<file path="config.mk">
export PLATFORM = sky130hd
export DESIGN_NAME = fnd_scan_driver
export DESIGN_NICKNAME = d
export VERILOG_FILES = /design/src/rtl/fnd_pkg.sv /design/src/rtl/fnd_seg_decoder.sv /design/src/rtl/fnd_scan_driver.sv
export SDC_FILE = /design/constraint.sdc
export NUM_CORES = 1
export LEC_CHECK = 0
export BUFFER_PORTS_ARGS = -buffer_cell sky130_fd_sc_hd__buf_4
export CELL_PAD_IN_SITES_DETAIL_PLACEMENT = 0
export CELL_PAD_IN_SITES_GLOBAL_PLACEMENT = 1
export CORE_UTILIZATION = 40
export DETAILED_ROUTE_END_ITERATION = 6
export PLACE_DENSITY = 0.85
export SLEW_MARGIN = 5
export SYNTH_ARGS = -nofsm -noshare
export SYNTH_HDL_FRONTEND = slang
export SYNTH_SLANG_ARGS = --single-unit
</file>
<file path="constraint.sdc">
create_clock -name i_clk -period 5.6 [get_ports i_clk]
set_clock_uncertainty 0.05 [all_clocks]
set_input_delay 0.84 -clock i_clk [delete_from_list [all_inputs] [get_ports i_clk]]
set_output_delay 0.84 -clock i_clk [all_outputs]
set_load 0.01 [all_outputs]
</file>
<file path="src/rtl/fnd_pkg.sv">
// Shared FND constants: blank code and active-high segment patterns (bit0 = a ... bit6 = g).
// Also consumed by the speed/score digit converters.
package fnd_pkg;

  localparam logic [3:0] FND_BLANK = 4'd10;
  localparam logic [6:0] SEG_OFF   = 7'h00;
  localparam logic [6:0] SEG_0     = 7'h3F;
  localparam logic [6:0] SEG_1     = 7'h06;
  localparam logic [6:0] SEG_2     = 7'h5B;
  localparam logic [6:0] SEG_3     = 7'h4F;
  localparam logic [6:0] SEG_4     = 7'h66;
  localparam logic [6:0] SEG_5     = 7'h6D;
  localparam logic [6:0] SEG_6     = 7'h7D;
  localparam logic [6:0] SEG_7     = 7'h07;
  localparam logic [6:0] SEG_8     = 7'h7F;
  localparam logic [6:0] SEG_9     = 7'h6F;

  typedef logic [1:0] fnd_slot_t;

  function automatic logic [6:0] seg_polarity(input logic [6:0] pat, input logic active_low);
    if (active_low) begin
      seg_polarity = ~pat;
    end else begin
      seg_polarity = pat;
    end
  endfunction

endpackage

</file>
<file path="src/rtl/fnd_seg_decoder.sv">
// Combinational BCD code to active-high seven-segment pattern; codes 10-15 are blank.
module fnd_seg_decoder
  import fnd_pkg::*;
(
  input  logic [3:0] i_code,
  output logic [6:0] o_pat
);

  // Pattern lookup; any non-decimal code leaves the digit dark.
  always_comb begin
    o_pat = SEG_OFF;
    case (i_code)
      4'd0:    o_pat = SEG_0;
      4'd1:    o_pat = SEG_1;
      4'd2:    o_pat = SEG_2;
      4'd3:    o_pat = SEG_3;
      4'd4:    o_pat = SEG_4;
      4'd5:    o_pat = SEG_5;
      4'd6:    o_pat = SEG_6;
      4'd7:    o_pat = SEG_7;
      4'd8:    o_pat = SEG_8;
      4'd9:    o_pat = SEG_9;
      default: o_pat = SEG_OFF;
    endcase
  end

endmodule

</file>
<file path="src/rtl/fnd_scan_driver.sv">
// Four-digit multiplexed FND driver: frame-latched digit shadows, dead time per slot, registered pins.
// Optional per-digit blinking is compiled in when FND_BLINK_EN is defined.
module fnd_scan_driver
  import fnd_pkg::*;
#(
  parameter int CLK_HZ         = 50_000_000,
  parameter int SCAN_HZ        = 1000,
  parameter int DEAD_CYC       = 16,
  parameter int SEG_ACTIVE_LOW = 1,
  parameter int COM_ACTIVE_LOW = 1
`ifdef FND_BLINK_EN
  ,
  parameter int BLINK_FRAMES   = 125
`endif
) (
  input  logic       i_clk,
  input  logic       i_reset,
  input  logic [3:0] i_digit0,
  input  logic [3:0] i_digit1,
  input  logic [3:0] i_digit2,
  input  logic [3:0] i_digit3,
`ifdef FND_BLINK_EN
  input  logic [3:0] i_blink_mask,
`endif
  output logic [6:0] o_seg,
  output logic [3:0] o_com,
  output logic       o_frame
);

  localparam int DIV = CLK_HZ / SCAN_HZ;
  localparam int CW  = (DIV > 1) ? $clog2(DIV) : 1;
  localparam logic [CW-1:0] CNT_LAST = CW'(DIV - 1);
  localparam logic [CW-1:0] CNT_DEAD = CW'(DEAD_CYC);
  localparam logic [6:0] SEG_IDLE = (SEG_ACTIVE_LOW != 0) ? 7'h7F : 7'h00;
  localparam logic [3:0] COM_IDLE = (COM_ACTIVE_LOW != 0) ? 4'hF : 4'h0;

  logic [CW-1:0]   r_cnt;
  fnd_slot_t       r_idx;
  logic [3:0][3:0] r_shadow;
  logic [6:0]      r_seg;
  logic [3:0]      r_com;
  logic            r_frame;
  logic            w_slot_end;
  logic            w_frame_end;
  logic [3:0]      w_code;
  logic [6:0]      w_pat;
  logic [3:0]      w_com_sel;
  logic [3:0]      w_com_pin;

  assign w_slot_end  = (r_cnt == CNT_LAST);
  assign w_frame_end = w_slot_end && (r_idx == 2'd3);

  // Slot timing and frame-boundary capture of the digit codes, so a frame never tears.
  always_ff @(posedge i_clk) begin
    if (i_reset) begin
      r_cnt    <= {CW{1'b0}};
      r_idx    <= 2'd0;
      r_shadow <= {FND_BLANK, FND_BLANK, FND_BLANK, FND_BLANK};
    end else begin
      if (w_slot_end) begin
        r_cnt <= {CW{1'b0}};
        r_idx <= r_idx + 2'd1;
      end else begin
        r_cnt <= r_cnt + {{(CW-1){1'b0}}, 1'b1};
      end
      if (w_frame_end) begin
        r_shadow <= {i_digit3, i_digit2, i_digit1, i_digit0};
      end
    end
  end

`ifdef FND_BLINK_EN
  localparam int FW = (BLINK_FRAMES > 1) ? $clog2(BLINK_FRAMES) : 1;
  localparam logic [FW-1:0] FRM_LAST = FW'(BLINK_FRAMES - 1);

  logic [FW-1:0] r_frm_cnt;
  logic          r_phase;
  logic [3:0]    r_mask_sh;

  // Blink phase flips every BLINK_FRAMES frames; the mask is captured with the digits.
  always_ff @(posedge i_clk) begin
    if (i_reset) begin
      r_frm_cnt <= {FW{1'b0}};
      r_phase   <= 1'b1;
      r_mask_sh <= 4'h0;
    end else if (w_frame_end) begin
      r_mask_sh <= i_blink_mask;
      if (r_frm_cnt == FRM_LAST) begin
        r_frm_cnt <= {FW{1'b0}};
        r_phase   <= ~r_phase;
      end else begin
        r_frm_cnt <= r_frm_cnt + {{(FW-1){1'b0}}, 1'b1};
      end
    end
  end
`endif

  // Code for the slot being scanned, forced blank while a masked digit is in its off phase.
  always_comb begin
    w_code = r_shadow[r_idx];
`ifdef FND_BLINK_EN
    if (!r_phase && r_mask_sh[r_idx]) begin
      w_code = FND_BLANK;
    end else begin
      w_code = r_shadow[r_idx];
    end
`endif
  end

  fnd_seg_decoder u_dec (
    .i_code (w_code),
    .o_pat  (w_pat)
  );

  // Common select for the current slot at pin polarity.
  always_comb begin
    w_com_sel = 4'b0001 << r_idx;
    if (COM_ACTIVE_LOW != 0) begin
      w_com_pin = ~w_com_sel;
    end else begin
      w_com_pin = w_com_sel;
    end
  end

  // Pin registers: the first DEAD_CYC cycles of every slot keep all commons off.
  always_ff @(posedge i_clk) begin
    if (i_reset) begin
      r_seg   <= SEG_IDLE;
      r_com   <= COM_IDLE;
      r_frame <= 1'b0;
    end else begin
      r_frame <= (r_cnt == {CW{1'b0}}) && (r_idx == 2'd0);
      if (r_cnt < CNT_DEAD) begin
        r_seg <= SEG_IDLE;
        r_com <= COM_IDLE;
      end else begin
        r_seg <= seg_polarity(w_pat, SEG_ACTIVE_LOW != 0);
        r_com <= w_com_pin;
      end
    end
  end

  assign o_seg   = r_seg;
  assign o_com   = r_com;
  assign o_frame = r_frame;

endmodule

</file>
; ---- Word level (Yosys, flattened, before mapping)
; Memory sizes are Yosys's and may differ from the RTL's.
; Cells that the tools add are included.
[op_classes]
addsub = 2
multipliers = 0
div = 0
n_lt_le_gt_ge = 2
n_eq_ne = 2
n_shift = 1
muxes = 2
bitwise_logic = 2
n_reduce_logical = 6
[op_table]
columns = operator, count
row1 = $add 16x1->16 const B, 1
row2 = $eq 16x16->1 const B, 1
row3 = $logic_not 16->1, 1
row4 = $lt 16x5->1 const B, 1
row5 = $bmux 4 s2, 1
row6 = $not 7->7, 1
row7 = $mux 4, 1
row8 = $not 4->4, 1
row9 = $reduce_or 2->1, 2
row10 = $shl 1x2->4 const A, 1
row11 = $lt 2x3->1 const B, 1
row12 = $add 2x1->2 const B, 1
row13 = $eq 2x2->1 const B, 1
row14 = $logic_and 1x1->1, 2
row15 = $logic_not 2->1, 1
[word_totals]
register_bits = 46
latchBits = 0
mem_bits_rw = 0
romBits = 112
input_bits = 18
out_inout_bits = 12
elab_cells = 27
n_memories = 1
[memory_table]
columns = memory, words, word_bits, read_ports, rd_clocked_by_memory_dff, write_ports, line
row1 = (no name shown), 16, 7, 1, 0, 0, fnd_seg_decoder.sv:12  ; case (i_code)

; ---- Depth between registers and ports, before layout
; An unclocked memory read counts as a cell.
[logic_depth]
ltp_word = 4
depth_mapped = 7
depth_no_buf = 6

; ---- Modules after synthesis
; A second synthesis with hierarchy kept.
[hier_totals]
cells_unflattened = 210
area_unflattened_um2 = 2089.5
[by_module_without_submodules]
columns = mod, instances, cells_per_inst, area_per_inst_um2, seq_area_each_um2
row1 = fnd_scan_driver, 1, 184, 1888.1, 920.9
row2 = fnd_seg_decoder, 1, 26, 201.4, 0.0

; ---- Least setup slack after synthesis
; Ideal clock, no wire load.
[synth_path]
path_type = flip-flop to flip-flop
startpoint = reg r_idx[0]
endpoint = reg r_seg[3] (netlist: o_seg[3])
setup_ns = 0.131
arrival_ns = 1.639
required_time_ns = 5.419
setup_slack_ns = 3.780
path_stages_with_launch = 7
n_path_buf = 1
synth_period_minus_slack_ns = 1.820
path_cell_list = dfxtp_1 -> buf_6 -> mux4_2 -> ha_1 -> or2_0 -> a21oi_1 -> o21ai_1
[synth_between]
elab_chain_cells = 4
[synth_lines]
columns = item, line
row1 = from (decl), fnd_scan_driver.sv:38  ; fnd_slot_t r_idx;
row2 = from (signal assigned), fnd_scan_driver.sv:62  ; r_idx <= r_idx + 2'd1;
row3 = $bmux 4 s2, fnd_scan_driver.sv:100  ; w_code = r_shadow[r_idx];
row4 = $mux 4 (implied by the code), fnd_scan_driver.sv:100
row5 = $mem_v2 16x7, -
row6 = $not 7->7, fnd_pkg.sv:22  ; seg_polarity = ~pat;
row7 = to (signal assigned), fnd_scan_driver.sv:137  ; r_seg <= seg_polarity(w_pat, SEG_ACTIVE_LOW != 0);
row8 = to (decl), fnd_scan_driver.sv:40  ; logic [6:0] r_seg;
; No other way between the ends. The select of a mux whose other input is x is not followed.
; A chain may end at the register's enable or synchronous reset.

; ---- Worst setup path in the final report
[layout_path]
startpoint = reg r_cnt[0]
endpoint = reg r_cnt[7]
[layout_between]
elab_chain_cells = 2
word_cells_on_any_way = 3
cone_classes = 1 x add/sub / 1 x eq/ne / 1 x reduce/logical
[layout_lines]
columns = item, line
row1 = from (decl), fnd_scan_driver.sv:37  ; logic [CW-1:0] r_cnt;
row2 = from (signal assigned), fnd_scan_driver.sv:56  ; r_cnt <= {CW{1'b0}};
row3 = from (signal assigned), fnd_scan_driver.sv:61  ; r_cnt <= {CW{1'b0}};
row4 = from (signal assigned), fnd_scan_driver.sv:64  ; r_cnt <= r_cnt + {{(CW-1){1'b0}}, 1'b1};
row5 = "parallel branches: the longest is 2 deep, another holds $add 16x1->16", -
; Parallel ways; which one is timed is not known.

==> metrics.txt <==
pwr dens roughly 230 mW/mm2; FF-to-FF Start r_cnt[0]; leakage power approximately 0.89 nW; Worst-path clk slew 100 ps; CORE AREA 0.00520 mm2; WP data required 5710 ps; Syn Inst Count around 240; DRT iter0 DRCs around 100; Vias/cell around 5.3; Rel. slew slack a little under a third; row cnt 26; fmax slightly above 400 MHz; Seq/Total Area, Yosys 42.0%; post-route cell area ~0.0025 mm2; Post-synth EDFFs 0; hold depth 2; critical path endpoint category flop; clk_lat worst skew 290 ps; Hold Crit Start r_shadow[10]; Die Y approximately 76 um; WL final 4540 um; area post-placement 0.00240 mm2; initial antenna violation count 0; Max VDD drop between 0.15 and 0.2 mV; Yosys reg bits 46; Fin Setup TNS 0 ps; I/O pin total 30; vias between 1,500 and 2,000; Routed Antenna Nets 0; Worst Setup Start Kind flop; R2R setup slack 3150 ps; Resized Gates After CTS 0; Yosys Warn Count 0; GRT Util Overall 16.7%; number of buffers created by CTS 5; max cap viols 0; post-route minimum period around 2400 ps; H-tree depth 2; DRC 0; area delta synth->final 13.9%; worst r2r path cells 5; Post-synth top flop dfxtp_1; Crit Path Category flop to flop; HPWL after DPL 3190 um; syn avg cell area 9.11 um2; Synth cell types 37; maximum root-to-sink buffer count 2; Cell Area, Synth ~0.0022 mm2; DRT Pass-1 Iters 5; first-pass GRT wire length about 8000 um; pin count of the biggest net entering global routing 19; final number of hold-violating endpoints 0; Hold WC Path Type flop to flop; max-slew violations 0; Hold Crit Endpoint r_shadow[10]; Post-Syn Nets 270; root cell of the clock tree clkbuf_8; Sink Count 46; area of the die 0.00579 mm2; Arr. time, crit path about 2600 ps; Layout Nets between 200 and 300; routed len/inst between 10 and 15 um; starting density of the core between 40% and 50%; post-CTS setup buffers 0; share of cells above drive strength 1 18.1%; filler cell count approximately 530; die width 76.1 um; global placer's final weighted congestion between 0.7 and 0.8; outcome completed; Post-synth ARST share 0%; Hold Buf Count CTS 0; most frequent cells in the layout 46 x dfxtp_1, 29 x buf_4, 20 x nand4_1, 18 x nand3_1, 18 x nor2_1; r2r endpoint r_cnt[7]; vias in the first global route roughly 1,700; commonest non-fill, non-tap cell in the layout dfxtp_1; RSZ-0062 raised after global routing false; # port buffers 29; # setup viols final 0; GR Overflow Total 0; measured slew at the worst slew-check pin between 1000 and 1500 ps; Max FO, Critical Path 15; period utilization between 40% and 50%; diode count 0; CTS tree yes
[metrics by stage]
step	hold slack, ps	worst slack, ps	std cells	power [mW]	utilization (%)
2_1_floorplan	388	3780	241	0.347	-
3_3_place_gp	402	3240	322	0.360	46.2
3_5_place_dp	409	3170	322	0.360	46.2
4_1_cts	422	3160	330	0.570	48.0
5_1_grt	446	2940	330	0.586	48.0
6_report	422	3150	330	0.565	48.0
[cell families (layout without fill, tap and decap cells)]
kind of cell | count (synthesis) | in the layout | share of synthesized area, %
buffers and inverters | 31 | 50 | 6.56
xor gates and xnor gates | 12 | 12 | 4.79
AOI/OAI and AO/OA | 45 | 45 | 12.7
DFF | 46 | 46 | 42.0
and+or+nand+nor | 90 | 90 | 22.7
adders and majority gates | 11 | 11 | 6.27
muxes | 6 | 6 | 5.02
[state kept, by name (all words and copies together), names as in the netlist]
signal	flops
o_frame	1
r_cnt	16
r_idx	2
o_seg	7
r_shadow	16
o_com	4
[critical path, cell delays in order (launching register included)]
cell	delay [ps]
dfxtp_1	400
ha_1	230
and3_1	320
nand4_1	460
o21ai_2	740
nor2_1	120
[cell usage after synthesis (2+ instances only)]
cell type  count  area (um2)
o21ai_1        5        25.0
mux2i_1        2        20.0
ha_1          11         138
nand3_1       18        90.1
nor2_1        18        67.6
and3_1         4        25.0
a21oi_1       15        75.1
nand4_1       20         125
o21ai_0        5        25.0
o31ai_1       17         128
nor3_2         2        20.0
xnor2_1        2        17.5
buf_2          6        30.0
xor2_1        10        87.6
or3_1          2        12.5
clkbuf_1       8        30.0
mux4_2         4        90.1
nand2_1       12        45.0
inv_1         12        45.0
dfxtp_1       46         921
and4_1         5        43.8
buf_6          2        22.5
[where the power goes]
| group | switching [mW] | internal [mW] |
|---|---|---|
| Sequential | 0.00232 | 0.329 |
| Combinational | 0.00929 | 0.0115 |
| Clock | 0.113 | 0.0993 |
| Total | 0.125 | 0.440 |
[final cells by class]
class / instances / area, um2 / area share (%)
Multi-Input combinational cell: 164 / 1130 / 45.2
Clock inverter: 2 / 12.5 / 0.501
Clock buffer: 6 / 82.6 / 3.30
Inverter: 13 / 48.8 / 1.95
Timing Repair Buffer: 29 / 218 / 8.71
Tap cell: 70 / 87.6 / 3.50
Sequential cell: 46 / 921 / 36.8
[how the worst max path moves through the flow]
stage	start	to	slack, ps	cells after the start
after floorplan	r_idx[0]	o_seg[3]	3780	6
after global placement	r_cnt[0]	r_cnt[8]	3240	5
after detailed placement	r_cnt[0]	r_cnt[7]	3170	5
after CTS	r_cnt[0]	r_cnt[7]	3160	5
after global routing	r_cnt[0]	r_cnt[5]	2940	5
final	r_cnt[0]	r_cnt[7]	3150	5
[metal layers]
layer | part of all wire (%) | GRT usage [%]
met5 | 0 | 0
met4 | 1.8 | 6.15
met3 | 3.6 | 4.31
met2 | 46 | 28.0
met1 | 49 | 20.7
Note: power is estimated with default switching activity, not from simulation.
